`src/rtl/localbus_arbiter_pkg.sv`:
```
// Shared widths, FSM encodings, master IDs and the read-tracker tag.
package localbus_arbiter_pkg;

    localparam int unsigned XLEN = 32;
    localparam int unsigned WE_W = 3;

    typedef enum logic [1:0] {
        ST_IDLE = 2'd0,
        ST_OWN0 = 2'd1,
        ST_OWN1 = 2'd2
    } state_e;

    localparam logic ID_M0 = 1'b0;
    localparam logic ID_M1 = 1'b1;

    localparam logic [WE_W-1:0] WE_READ = 3'b000;

    // One slot of the read-response tracker.
    typedef struct packed {
        logic valid;
        logic id;
    } rd_tag_t;

endpackage

```
`src/rtl/localbus_arbiter_if.sv`:
```
// Per-master local-bus port: request side driven by the master, grant/response by the arbiter.
interface localbus_arbiter_if;
    import localbus_arbiter_pkg::*;

    logic            req;
    logic [XLEN-1:0] addr;
    logic [XLEN-1:0] qin;
    logic [WE_W-1:0] we;
    logic            gnt;
    logic [XLEN-1:0] qout;
    logic            rvalid;

    modport master (output req, addr, qin, we, input  gnt, qout, rvalid);
    modport slave  (input  req, addr, qin, we, output gnt, qout, rvalid);

endinterface

```
`src/rtl/localbus_arbiter_rdtrack.sv`:
```
// Shift register of {valid, id} tags that lines each read response up with its issuer.
module localbus_arbiter_rdtrack
    import localbus_arbiter_pkg::*;
#(
    parameter int unsigned DEPTH = 1
) (
    input  logic    clk,
    input  logic    rst_n,
    input  rd_tag_t push_i,
    output rd_tag_t tail_o
);

    rd_tag_t stage_q [DEPTH];

    // Head slot takes the tag of the beat accepted this cycle.
    always_ff @(posedge clk or negedge rst_n) begin
        if (!rst_n) begin
            stage_q[0] <= '0;
        end else begin
            stage_q[0] <= push_i;
        end
    end

    for (genvar g = 1; g < DEPTH; g++) begin : g_stage
        // Remaining slots shift one step toward the tail each cycle.
        always_ff @(posedge clk or negedge rst_n) begin
            if (!rst_n) begin
                stage_q[g] <= '0;
            end else begin
                stage_q[g] <= stage_q[g-1];
            end
        end
    end

    assign tail_o = stage_q[DEPTH-1];

endmodule

```
`src/rtl/localbus_arbiter.sv`:
```
// Two-master round-robin arbiter with bounded bursts in front of the local bus.
module localbus_arbiter
    import localbus_arbiter_pkg::*;
#(
    parameter int unsigned RDLAT    = 1,
    parameter int unsigned MAXBURST = 8
) (
    input  logic                clk,
    input  logic                rst_n,
    localbus_arbiter_if.slave   m0,
    localbus_arbiter_if.slave   m1,
    output logic [XLEN-1:0]     addr_o,
    output logic [XLEN-1:0]     qin_o,
    output logic [WE_W-1:0]     we_o,
    input  logic [XLEN-1:0]     qout_i
);

    localparam int unsigned   CNT_W   = $clog2(MAXBURST + 1);
    localparam logic [CNT_W-1:0] CNT_MAX = CNT_W'(MAXBURST);

    state_e           state_q, state_d;
    logic [CNT_W-1:0] cnt_q, cnt_d, cnt_inc;
    logic             last_q, last_d;
    logic             own_id, own_req, oth_req;
    state_e           other_st;
    rd_tag_t          push, tail;

    // Current owner's identity and the two request lines seen from its side.
    always_comb begin
        own_id   = (state_q == ST_OWN1) ? ID_M1 : ID_M0;
        other_st = (state_q == ST_OWN0) ? ST_OWN1 : ST_OWN0;
        own_req  = 1'b0;
        oth_req  = 1'b0;
        if (state_q == ST_OWN0) begin
            own_req = m0.req;
            oth_req = m1.req;
        end else if (state_q == ST_OWN1) begin
            own_req = m1.req;
            oth_req = m0.req;
        end
    end

    // Next-state, burst counter and last-owner pointer.
    always_comb begin
        state_d = state_q;
        cnt_d   = cnt_q;
        last_d  = last_q;
        cnt_inc = (cnt_q == CNT_MAX) ? CNT_MAX : cnt_q + CNT_W'(1);
        case (state_q)
            ST_IDLE: begin
                if (m0.req && m1.req) begin
                    state_d = (last_q == ID_M0) ? ST_OWN1 : ST_OWN0;
                end else if (m0.req) begin
                    state_d = ST_OWN0;
                end else if (m1.req) begin
                    state_d = ST_OWN1;
                end
            end
            ST_OWN0, ST_OWN1: begin
                last_d = own_id;
                if (!own_req) begin
                    state_d = oth_req ? other_st : ST_IDLE;
                    cnt_d   = '0;
                end else if ((cnt_inc == CNT_MAX) && oth_req) begin
                    state_d = other_st;
                    cnt_d   = '0;
                end else begin
                    // Saturates while the other master is idle: owner keeps the bus.
                    cnt_d = cnt_inc;
                end
            end
            default: begin
                state_d = ST_IDLE;
                cnt_d   = '0;
            end
        endcase
    end

    // State, counter and pointer registers; pointer resets so master 0 wins first.
    always_ff @(posedge clk or negedge rst_n) begin
        if (!rst_n) begin
            state_q <= ST_IDLE;
            cnt_q   <= '0;
            last_q  <= ID_M1;
        end else begin
            state_q <= state_d;
            cnt_q   <= cnt_d;
            last_q  <= last_d;
        end
    end

    assign m0.gnt = (state_q == ST_OWN0);
    assign m1.gnt = (state_q == ST_OWN1);

    // Bus mux: drive the owner's beat, otherwise a quiet read of address 0.
    always_comb begin
        addr_o = '0;
        qin_o  = '0;
        we_o   = WE_READ;
        if (own_req) begin
            if (own_id == ID_M1) begin
                addr_o = m1.addr;
                qin_o  = m1.qin;
                we_o   = m1.we;
            end else begin
                addr_o = m0.addr;
                qin_o  = m0.qin;
                we_o   = m0.we;
            end
        end
    end

    assign push = '{valid: own_req && (we_o == WE_READ), id: own_id};

    localbus_arbiter_rdtrack #(
        .DEPTH (RDLAT)
    ) u_rdtrack (
        .clk    (clk),
        .rst_n  (rst_n),
        .push_i (push),
        .tail_o (tail)
    );

    assign m0.rvalid = tail.valid && (tail.id == ID_M0);
    assign m1.rvalid = tail.valid && (tail.id == ID_M1);
    assign m0.qout   = qout_i;
    assign m1.qout   = qout_i;

endmodule

```
`src/flat_wrapper.sv`:
```
// flat-port wrapper written by rule: the top's interface ports become plain ports
module localbus_arbiter_flat import localbus_arbiter_pkg::*;
#(
    parameter int unsigned RDLAT    = 1,
    parameter int unsigned MAXBURST = 8
)
  (clk, rst_n, addr_o, qin_o, we_o, qout_i, m0_req, m0_addr, m0_qin, m0_we, m0_gnt, m0_qout, m0_rvalid, m1_req, m1_addr, m1_qin, m1_we, m1_gnt, m1_qout, m1_rvalid);
  localbus_arbiter_if m0_i ();
  localbus_arbiter_if m1_i ();
  input  logic clk;
  input  logic rst_n;
  output logic [XLEN-1:0] addr_o;
  output logic [XLEN-1:0] qin_o;
  output logic [WE_W-1:0] we_o;
  input  logic [XLEN-1:0] qout_i;
  input wire logic [$bits(m0_i.req)-1:0] m0_req;
  input wire logic [$bits(m0_i.addr)-1:0] m0_addr;
  input wire logic [$bits(m0_i.qin)-1:0] m0_qin;
  input wire logic [$bits(m0_i.we)-1:0] m0_we;
  output wire logic [$bits(m0_i.gnt)-1:0] m0_gnt;
  output wire logic [$bits(m0_i.qout)-1:0] m0_qout;
  output wire logic [$bits(m0_i.rvalid)-1:0] m0_rvalid;
  input wire logic [$bits(m1_i.req)-1:0] m1_req;
  input wire logic [$bits(m1_i.addr)-1:0] m1_addr;
  input wire logic [$bits(m1_i.qin)-1:0] m1_qin;
  input wire logic [$bits(m1_i.we)-1:0] m1_we;
  output wire logic [$bits(m1_i.gnt)-1:0] m1_gnt;
  output wire logic [$bits(m1_i.qout)-1:0] m1_qout;
  output wire logic [$bits(m1_i.rvalid)-1:0] m1_rvalid;
  assign m0_i.req = m0_req;
  assign m0_i.addr = m0_addr;
  assign m0_i.qin = m0_qin;
  assign m0_i.we = m0_we;
  assign m0_gnt = m0_i.gnt;
  assign m0_qout = m0_i.qout;
  assign m0_rvalid = m0_i.rvalid;
  assign m1_i.req = m1_req;
  assign m1_i.addr = m1_addr;
  assign m1_i.qin = m1_qin;
  assign m1_i.we = m1_we;
  assign m1_gnt = m1_i.gnt;
  assign m1_qout = m1_i.qout;
  assign m1_rvalid = m1_i.rvalid;
  localbus_arbiter #(.RDLAT(RDLAT), .MAXBURST(MAXBURST)) u_core (.clk(clk), .rst_n(rst_n), .m0(m0_i), .m1(m1_i), .addr_o(addr_o), .qin_o(qin_o), .we_o(we_o), .qout_i(qout_i));
endmodule
```
`config.mk`:
```
export PLATFORM = sky130hd
export DESIGN_NAME = localbus_arbiter_flat
export DESIGN_NICKNAME = d
export VERILOG_FILES = /design/src/rtl/localbus_arbiter_pkg.sv /design/src/rtl/localbus_arbiter_if.sv /design/src/rtl/localbus_arbiter_rdtrack.sv /design/src/rtl/localbus_arbiter.sv /design/src/flat_wrapper.sv
export SDC_FILE = /design/constraint.sdc
export NUM_CORES = 1
export LEC_CHECK = 0
export CORE_AREA = 2 2 118 120
export CTS_CLUSTER_DIAMETER = 100
export DETAILED_ROUTE_END_ITERATION = 8
export DIE_AREA = 0 0 120 122
export PLACE_DENSITY = 0.69
export REMOVE_ABC_BUFFERS = 1
export SLEW_MARGIN = 5
export SYNTH_ARGS = -nofsm -noshare
export SYNTH_HDL_FRONTEND = slang
export SYNTH_SLANG_ARGS = --single-unit
```
`constraint.sdc`:
```
create_clock -name clk -period 1.65 [get_ports clk]
set_clock_uncertainty 0.05 [all_clocks]
set_input_delay 0.165 -clock clk [delete_from_list [all_inputs] [get_ports clk]]
set_output_delay 0.165 -clock clk [all_outputs]
set_load 0.05 [all_outputs]
```
Yosys cells after proc, flatten, opt, wreduce, memory -nomap -nowiden
Index checks and enable logic that the tools add are counted.
W data, S select, Z words.
{"block": "word_totals", "ff_bits": 9, "inputBits": 170, "out_inout_bits": 135, "word_cells": 46}
{"block": "classes", "add_sub_neg": 1, "n_eq_ne": 6, "mux": 24, "bitwise": 1, "n_reduce_logical": 9}
{"cell": "$mux W32", "count": 4}
{"cell": "$mux W2", "count": 8}
{"cell": "$mux W4", "count": 3}
{"cell": "$eq A4 B4 Y1 const B", "count": 2}
{"cell": "$pmux W4 S2", "count": 1}
{"cell": "$mux W3", "count": 2}
{"cell": "$logic_and A1 B1 Y1", "count": 5}
{"cell": "$mux W1", "count": 5}
{"cell": "$add A4 B1 Y4 const B", "count": 1}
{"cell": "$ne A4 B3 Y1 const B", "count": 1}
{"cell": "$pmux W2 S2", "count": 1}
{"cell": "$logic_not A3 Y1", "count": 1}
{"cell": "$ne A3 B3 Y1 const B", "count": 1}
{"cell": "$eq A2 B1 Y1 const B", "count": 1}
{"cell": "$eq A2 B2 Y1 const B", "count": 1}
{"cell": "$logic_not A2 Y1", "count": 1}
{"cell": "$reduce_and A2 Y1", "count": 1}
{"cell": "$reduce_or A2 Y1", "count": 1}
{"cell": "$not A1 Y1", "count": 1}

Logic depth before layout (Yosys ltp)
Gate-level depths: netlist (run 1).
{"block": "logic_depth", "ltp_word": 7, "depth_mapped": 8, "ltp_nobuf": 7}

Cells and area by module
Synthesis (run 1) repeated with hierarchy kept, for this count alone.
{"block": "hier_totals", "cells_unflattened": 284, "hier_area_um2": 2130.8}
{"mod": "localbus_arbiter", "n_inst": 1, "cells_per_inst": 282, "area_per_inst_um2": 2080.7, "seq_area_each_um2": 176.4}
{"mod": "localbus_arbiter_rdtrack", "n_inst": 1, "cells_per_inst": 2, "area_per_inst_um2": 50.0, "seq_area_each_um2": 50.0}

Least setup slack after synthesis (run 1)
OpenSTA, ideal clock, no wires.
{"block": "synth_timing", "path_type": "register -> output", "startpoint": "register u_core.state_q[0]", "endpoint": "output qin_o[14]", "arrival_time_ns": 2.423, "required_ns": 1.435, "setup_slack_ns": -0.988, "path_stages_with_launch": 9, "path_buffers": 3, "path_cell_list": "dfrtp_1 inv_1 ha_1 buf_4 and2b_1 a21boi_2 buf_2 buf_4 nor2_1"}
{"block": "synth_via", "elab_chain_len": 4, "word_cells_on_any_way": 7, "cone_classes": "eq/ne (2); mux (5)"}
{"element": "start: declaration", "line": "localbus_arbiter.sv:21", "rtl": "state_e state_q, state_d;"}
{"element": "start signal: assignment", "line": "localbus_arbiter.sv:86", "rtl": "state_q <= state_d;"}
{"element": "$eq A2 B2 Y1 *"}
{"element": "net m1_gnt", "line": "flat_wrapper.sv:27", "rtl": "output wire logic [$bits(m1_i.gnt)-1:0] m1_gnt;"}
{"element": "$mux W1 (on tied branches)", "line": "localbus_arbiter.sv:30, localbus_arbiter.sv:37"}
{"element": "$mux W32 or $mux W1 (tied branches)", "line": "localbus_arbiter.sv:101, localbus_arbiter.sv:34"}
{"element": "$mux W32 *", "line": "localbus_arbiter.sv:100", "rtl": "if (own_req) begin"}
{"element": "end: declaration", "line": "flat_wrapper.sv:13", "rtl": "output logic [XLEN-1:0] qin_o;"}
Mark *: on every way through the listed nets, which the timed path passes. The rest lies on a longest branch.

Worst setup path in the final report (run 1)
{"block": "layout_timing", "startpoint": "register u_core.state_q[1]", "endpoint": "output qin_o[1]"}
{"block": "layout_via", "elab_chain_len": 4, "word_cells_on_any_way": 7, "cone_classes": "eq/ne (2); mux (5)"}
{"element": "$eq A2 B2 Y1", "line": "localbus_arbiter.sv:30, localbus_arbiter.sv:37"}
{"element": "$mux W1 (on tied branches)", "line": "localbus_arbiter.sv:30, localbus_arbiter.sv:37"}
{"element": "$mux W32 or $mux W1 (tied branches)", "line": "localbus_arbiter.sv:101, localbus_arbiter.sv:34"}
{"element": "$mux W32 *", "line": "localbus_arbiter.sv:100"}
Mark *: on every way between the ends. The rest lies on a longest branch, timed or not.

==> metrics.md, run 1 <==
| Metric | Value |
|---|---|
| Core box area | `13500 um^2` |
| Worst-path clk slew | `approximately 0.040 ns` |
| Measured slew at the worst slew-check pin | `0.4346 ns` |
| Hold Buf Count CTS | `0` |
| Initial antenna violation count | `0` |
| Total power draw | `6718 uW` |
| Syn Inst Count | `282` |
| Net Switching | `3453 uW` |
| Unrepaired setup endpoints after global routing | `true` |
| Nature of the critical path endpoint | `primary output` |
| Violated checks | `negative setup slack` |
| Most frequent cells in the layout | `137 x clkdlybuf4s50_1, 73 x buf_6, 65 x mux2i_1, 63 x nor2_1, 39 x buf_4` |
| Compound-Gate Fraction of Synth Area | `0.06173` |
| Simple-gate portion of the synthesized area | `0.1793` |
| Leak Pwr | `0.001953 uW` |
| Final worst path period share | `1.267` |
| CTS Buf Count | `3` |
| Max cap viols | `0` |
| Clock power frac | `0.064` |
| Row count | `43` |
| First-pass DRT Iterations | `4` |
| Internal | `3266 uW` |
| Gate power share | `0.886` |
| Hold crit path type | `input pin to asynchronous set/reset pin` |
| Synth Area in Adders | `0.03527` |
| Die Span Y | `122 um` |
| Seq/Total Area, Yosys | `0.1064` |
| Worst Setup Path Type | `flip-flop to primary output` |
| Yosys top cell area share | `0.3151` |
| Root buffer cell | `clkbuf_16` |
| Initial Util | `0.1576` |
| Crit-path max FO | `19` |
| Tot GR Track Use | `0.1466` |
| Multiplexer area fraction after synthesis | `0.3310` |
| Starting DRT DRC Count | `78` |
| DP HPWL | `between 9 and 10 mm` |
| Synth Cell Area | `2128 um^2` |
| Final setup margin | `-0.4408 ns` |
| Peak supply drop | `581.6 uV` |
| Max-Slew Margin vs Limit | `0.7094` |
| Maximum clock frequency | `approximately 480 MHz` |
| CP Launch Type | `flip-flop` |
| Total die area | `14640 um^2` |
| Layout cells sized above 1 | `0.3124` |
| Sw Ratio | `0.5139` |
| Power Density | `1473 nW/um^2` |
| H-Tree Depth | `1` |
| Final count of hold timing violations | `0` |
| Clock sink count | `9` |
| Remaining global-route overflow | `0` |
| DP Worst Slack | `-0.2294 ns` |
| Final core utilization | `0.3378` |
| Vias in the first global route | `2661` |
| Largest family of logic cells by synthesized area | `multiplexers` |
| GPL Wtd Cong | `0.8467` |
| CTS tree | `done` |
| Vias per cell | `a little over 4` |
| Finished Layout Cells | `641` |
| Area contributors post-synth | `mux2i_1 32%, buf_4 24%, nor2_1 12%, dfrtp_1 9.4%, ha_1 3.5%` |
| Inserted Diodes | `0` |
| WP data required | `~1.4 ns` |
| Post-Synth XOR/XNOR Area | `0.007643` |
| Synth Warn # | `0` |
| Synth cell types | `35` |
| Setup-failing EPs final | `69` |
| Reg2Reg Launch Point | `u_core.state_q[0]` |
| Cell accounting for the most synthesized area | `mux2i_1` |
| Max Transition Viols Final | `0` |
| Drt wl/cell | `18.22 um` |
| Yosys reg bits | `9` |
| DR DRC count | `0` |
| Net count, final | `638` |
| Post-route minimum period | `2.091 ns` |
| Most common cell after layout, fill and taps aside | `clkdlybuf4s50_1` |
| Avg Inst Size Synth | `7.547 um^2` |
| Largest net degree at the start of global routing | `20` |
| Post-DRT Antenna Nets | `0` |
| I/O pins | `approximately 300` |
| Reg power frac | `0.050` |
| Worst Setup SP | `u_core.state_q[1]` |
| Port buffer count | `208` |
| Clock latency on the worst-skew pair | `0.24 ns` |
| Chip width | `120 um` |
| First-pass GRT wire length | `15.85 mm` |
| Max clock buf depth | `2` |
| Area Growth Syn to Fin | `114.3%` |
| Dpl cells | `631` |
| Outcome | `complete, but fails checks` |
| Via count | `2666` |
| CP arrival | `between 1.5 and 2 ns` |
| Drt total wl | `11.68 mm` |
[metrics by stage]
step | TNS (ns) | instance area [um^2] | hold WS [ns]
global placement | -11.16 | 4065 | 0.2806
global route | -33.86 | 4562 | 0.2214
detailed placement | -14.29 | 4065 | 0.2806
finish | -28.31 | 4562 | 0.1878
CTS | -28.52 | 4504 | 0.1975
floorplan | -253.02 | 1558 | -0.1806
[cells by family after synthesis]
logic type                 after synthesis
adders and majority gates                6
and+or+nand+nor                         92
buffers and inverters                   86
DFF                                      9
AOI/OAI and AO/OA                       18
xor gates and xnor gates                 1
muxes                                   70
[cell usage after synthesis (all sizes together)]
cell	number
and2	1
a211o	1
a21boi	1
a31oi	2
inv	6
nor3	2
dfrtp	8
o22ai	2
ha	6
nor2	70
nand2b	2
o21a	1
dfstp	1
o21ai	2
nor4	1
mux2	3
and3	1
xnor2	1
mux2i	67
nand3	3
o211ai	3
nand3b	1
o2bb2ai	1
nor2b	2
a32oi	1
o31ai	1
and2b	1
a21oi	3
buf	80
nand2	8
[sequential cells by signal (all words and copies together) (netlist names)]
signal,cells
u_core.cnt_q,4
u_core.u_rdtrack.tail_o,2
u_core.state_q,2
u_core.last_q,1
[critical path, cell delays in order (launching register included)]
cell	delay, ns
dfrtp_1	0.39
buf_6	0.14
ha_4	0.17
and2b_2	0.22
a21boi_4	0.17
buf_6	0.16
buf_12	0.15
nor2_1	0.07
buf_6	0.16
[worst paths after layout]
| check | endpoint | slack [ns] | cells after the start |
|---|---|---|---|
| min in group clk | m1_qout[19] | 0.28 | 0 |
| max | qin_o[1] | -0.44 | 8 |
| max in group asynchronous | u_core.last_q | 1.03 | 1 |
| min reg2reg | u_core.cnt_q[3] | 0.53 | 2 |
| max reg2reg | u_core.state_q[0] | -0.12 | 7 |
| min | u_core.cnt_q[3] | 0.19 | 1 |
[metal layers]
metal / vias up / GRT usage / wire, um
li1: 1238 / - / -
met1: 1224 / 0.1613 / 4321
met2: 193 / 0.2262 / 5266
met3: 9 / 0.1142 / 1968
met4: 2 / 0.01544 / 56
met5: - / 0.04514 / 68
[what timing repair did]
item,in CTS,in global routing
gates cloned,2,0
endpoints found under the setup margin,73,75
pin swaps,2,0
hold endpoints to repair,0,0
buffers inserted,3,1
resized for setup,80,14
[cell type report]
cell class                      instances  area, um^2
Timing Repair Buffer                  255        2621
Inverter                                6       22.52
Tap cell                              180       225.2
Clock buffer                            4       78.83
Multi-Input combinational cell        187        1386
Fill cell                            1391        8942
Sequential cell                         9       227.7
[power by group through the flow]
stage | registers [uW] | logic [uW] | clock network (uW)
after CTS | 327 | 5890 | 439
after global routing | 345 | 6290 | 447
final | 336 | 5950 | 431
after detailed placement | 331 | 5280 | 0
after floorplan | 320 | 2630 | 0
after global placement | 325 | 5220 | 0
Power figures use the tool's default switching activity.
==> run 2, diff against run 1 <==
- GPL_ROUTABILITY_DRIVEN: default -> 0
==> results of run 2 <==
No change in the layout: final DEF, timing and power equal those of run 1.
==> run 3, diff against run 2 <==
- ABC_AREA: default -> 1
- PLACE_DENSITY: 0.69 -> 0.72
==> run 3 against run 2 <==
Effect of this change: the flow still finishes with violations (negative setup slack); synthesized area up 16%; fmax up 3.6%; die area is the same; register-to-register slack about the same; cell area rose by 35%; combinational power is 50% higher; core utilization is 12 points higher; flip-flop and latch count stayed put; final cell count up 33%; largest cell class unchanged; largest power group unchanged.
==> metrics.md, run 3 <==
| Metric | Value |
|---|---|
| Outcome | `complete, but fails checks` |
| Violated checks | `negative setup slack` |
| Final count of hold timing violations | `0` |
| Starting DRT DRC Count | `between 100 and 150` |
| Total die area | `14640 um^2` |
| Largest net degree at the start of global routing | `23` |
| Max-Slew Margin vs Limit | `0.6837` |
| CP arrival | `1.80 ns` |
| Tot GR Track Use | `0.1792` |
| Initial Util | `0.1827` |
| Reg2Reg Launch Point | `u_core.state_q[0]` |
| Sw Ratio | `0.5013` |
| Max cap viols | `0` |
| Peak supply drop | `699.0 uV` |
| Fill cell count | `1284` |
| Final worst path period share | `1.223` |
| Power Density | `between 1500 and 2000 nW/um^2` |
| Core box area | `between 10000 and 15000 um^2` |
| Measured slew at the worst slew-check pin | `about 0.47 ns` |
| Maximum clock frequency | `just under 500 MHz` |
| Drt total wl | `14.08 mm` |
| Top cells by count, synth | `284 x nand2_1, 78 x inv_1, 69 x buf_4` |
| Worst-path clk slew | `0.04 ns` |
| Simple-gate portion of the synthesized area | `0.4762` |
| R2R depth | `11` |
| Initial antenna violation count | `0` |
| Reg2reg setup slack | `-0.12 ns` |
| Max clock buf depth | `2` |
| Area contributors post-synth | `nand2_1 43%, buf_4 21%, inv_1 12%, dfrtp_1 8.1%, ha_1 3.0%` |
| Leak Pwr | `between 0.003 and 0.004 uW` |
| I/O pins | `305` |
| DP HPWL | `approximately 10 mm` |
| Layout cells sized above 1 | `0.3793` |
| Row count | `43` |
| Max Transition Viols Final | `0` |
| Most common cell after layout, fill and taps aside | `nand2_1` |
| Vias in the first global route | `3489` |
| Post-route minimum period | `between 2 and 2.5 ns` |
| DR DRC count | `0` |
| Syn Inst Count | `499` |
| Post-DRT Antenna Nets | `0` |
| H-Tree Depth | `1` |
| Slowest CP cell | `dfrtp_1` |
| Synth Cell Area | `2467 um^2` |
| Gate power share | `0.919` |
| Final setup margin | `-0.3688 ns` |
| EDFF count, synth | `0` |
| Remaining global-route overflow | `0` |
| Worst Setup Path Type | `flip-flop to primary output` |
| Reg power frac | `0.035` |
| Inserted Diodes | `0` |
| Finished Layout Cells | `855` |
| Reg-to-reg endpoint | `u_core.u_rdtrack.tail_o[1]` |
| Vias per cell | `4.105` |
| Yosys reg bits | `9` |
| Nature of the critical path endpoint | `primary output` |
| Register with the most flip-flops | `u_core.cnt_q` |
| Cell accounting for the most synthesized area | `nand2_1` |
| Port buffer count | `208` |
| Crit path top cell by count | `buf_12` |
| Setup-failing EPs final | `between 70 and 80` |
| Post-Synth XOR/XNOR Area | `0` |
| Yosys top cell area share | `0.4320` |
| Clock power frac | `0.046` |
| Multiplexer area fraction after synthesis | `0.008114` |
| Crit-path max cell delay | `0.39 ns` |
| Crit path capture | `qin_o[16]` |
| WP data required | `about 1.4 ns` |
| Synth Warn # | `0` |
| Compound-Gate Fraction of Synth Area | `0.02738` |
| Chip width | `roughly 120 um` |
| Largest family of logic cells by synthesized area | `simple AND/OR/NAND/NOR gates` |
| CTS Buf Count | `3` |
| Crit-path max FO | `8` |
| Worst Setup SP | `u_core.state_q[0]` |
| Final core utilization | `0.4545` |
| CP Launch Type | `flip-flop` |
| Die Span Y | `122 um` |
| Net Switching | `between 4000 and 5000 uW` |
| First-pass GRT wire length | `19.78 mm` |
| Max FFs per register | `4` |
| Total power draw | `9713 uW` |
| Hold crit path type | `input pin to asynchronous set/reset pin` |
| Synth cell types | `20` |
| Cell chain of the critical path | `buf_4 > ha_4 > nor2_4 > nand2_4 > nand2_8 > buf_12 > buf_16 > nand2_1 > inv_2 > buf_12` |
| CTS tree | `done` |
| Finished Cell Area | `slightly above 6000 um^2` |
| Area Growth Syn to Fin | `148.7%` |
| Seq/Total Area, Yosys | `0.09178` |
| Net count, final | `852` |
| Root buffer cell | `clkbuf_16` |
| Clock sink count | `9` |
| Via count | `3510` |
| Dpl cells | `822` |
| Drt wl/cell | `16.47 um` |
| Synth Area in Adders | `0.03043` |
| Most frequent cell after synthesis | `nand2_1` |
| Unrepaired setup endpoints after global routing | `true` |
| Avg Inst Size Synth | `4.945 um^2` |
| Most frequent cells in the layout | `236 x nand2_1, 137 x clkdlybuf4s50_1, 80 x buf_12, 61 x inv_2, 32 x nand2_4` |
| Clock latency on the worst-skew pair | `0.24 ns` |
| First-pass DRT Iterations | `4` |
| Internal | `4844 uW` |
| Ys async rst share | `1.000` |
| Predominant post-synthesis flop cell | `dfrtp_1` |
| Post-DP Area | `5105 um^2` |
## run 3: cell types whose count changed in the layout (fill, tap and decap cells not counted), sizes merged, moves of 2 or more
cell    previous run  this run
nand2              8       285
inv                6        80
mux2i             67         2
nor2              70         8
nand3              3         9
clkbuf             4         8
o21ai              2         6
mux2               3         0
a31oi              2         0
nand2b             2         0
nor2b              2         0
o22ai              2         0
## run 3: through the flow
step	TNS, ns	hold WS, ns	setup slack (ns)
final	-20.91	0.2024	-0.3688
after global routing	-27.06	0.2469	-0.4366
after global placement	-3.404	0.2808	-0.1068
after floorplan	-218.01	-0.1806	-3.310
after detailed placement	-5.564	0.2808	-0.1206
after CTS	-21.41	0.2136	-0.3712
## run 3: kinds of logic after synthesis
logic type,count (synthesis)
compound gates,12
fa+ha+maj,6
buf+inv,166
flops,9
mux,2
simple gates,304
## run 3: how the worst min path moves through the flow
| stage | startpoint | end | slack (ns) | cells after the start |
|---|---|---|---|---|
| 2_1_floorplan | rst_n | u_core.cnt_q[0] | -0.18 | 0 |
| 3_3_place_gp | qout_i[11] | m1_qout[11] | 0.28 | 0 |
| 3_5_place_dp | qout_i[11] | m1_qout[11] | 0.28 | 0 |
| 4_1_cts | rst_n | u_core.cnt_q[2] | 0.21 | 1 |
| 5_1_grt | rst_n | u_core.cnt_q[3] | 0.25 | 1 |
| 6_report | rst_n | u_core.cnt_q[3] | 0.20 | 1 |
## run 3: critical path: cells and delay by family, from the launching register on
| family | cells | cell delay (ns) |
|---|---|---|
| adders and majority gates | 1 | 0.17 |
| DFF | 1 | 0.39 |
| and+or+nand+nor | 4 | 0.37 |
| buffers and inverters | 5 | 0.62 |
## run 3: cell type report
| class | count | area [um^2] | area share |
|---|---|---|---|
| well taps | 180 | 225.2 | 0.03670 |
| multi-input cells | 324 | 1722 | 0.2805 |
| clock buffers | 4 | 78.83 | 0.01284 |
| flip-flops and latches | 9 | 226.5 | 0.03690 |
| repair buffers | 258 | 3562 | 0.5804 |
| inverters | 80 | 322.8 | 0.05260 |
## run 3: timing repair
item,4_1_cts,5_1_grt
setup buffers,11,5
hold endpoints to repair,0,0
cloned,10,4
pin swaps,3,9
hold buffers,0,0
setup endpoints to repair,71,75
gates resized for setup,150,46
## run 3: per-layer routing
metal	vias up	global-route usage	wire [um]
met1	1544	0.2002	5496
met4	2	0.04485	239
met2	216	0.2756	6236
met5	-	0.05208	86
met3	25	0.1199	2019
li1	1723	-	-
## run 3: power by group through the flow
stage	registers (uW)	logic, uW	clock network, uW
finish	344	8930	443
global route	352	9460	461
CTS	344	8430	451
detailed placement	335	6630	0
global placement	330	6590	0
floorplan	328	3290	0
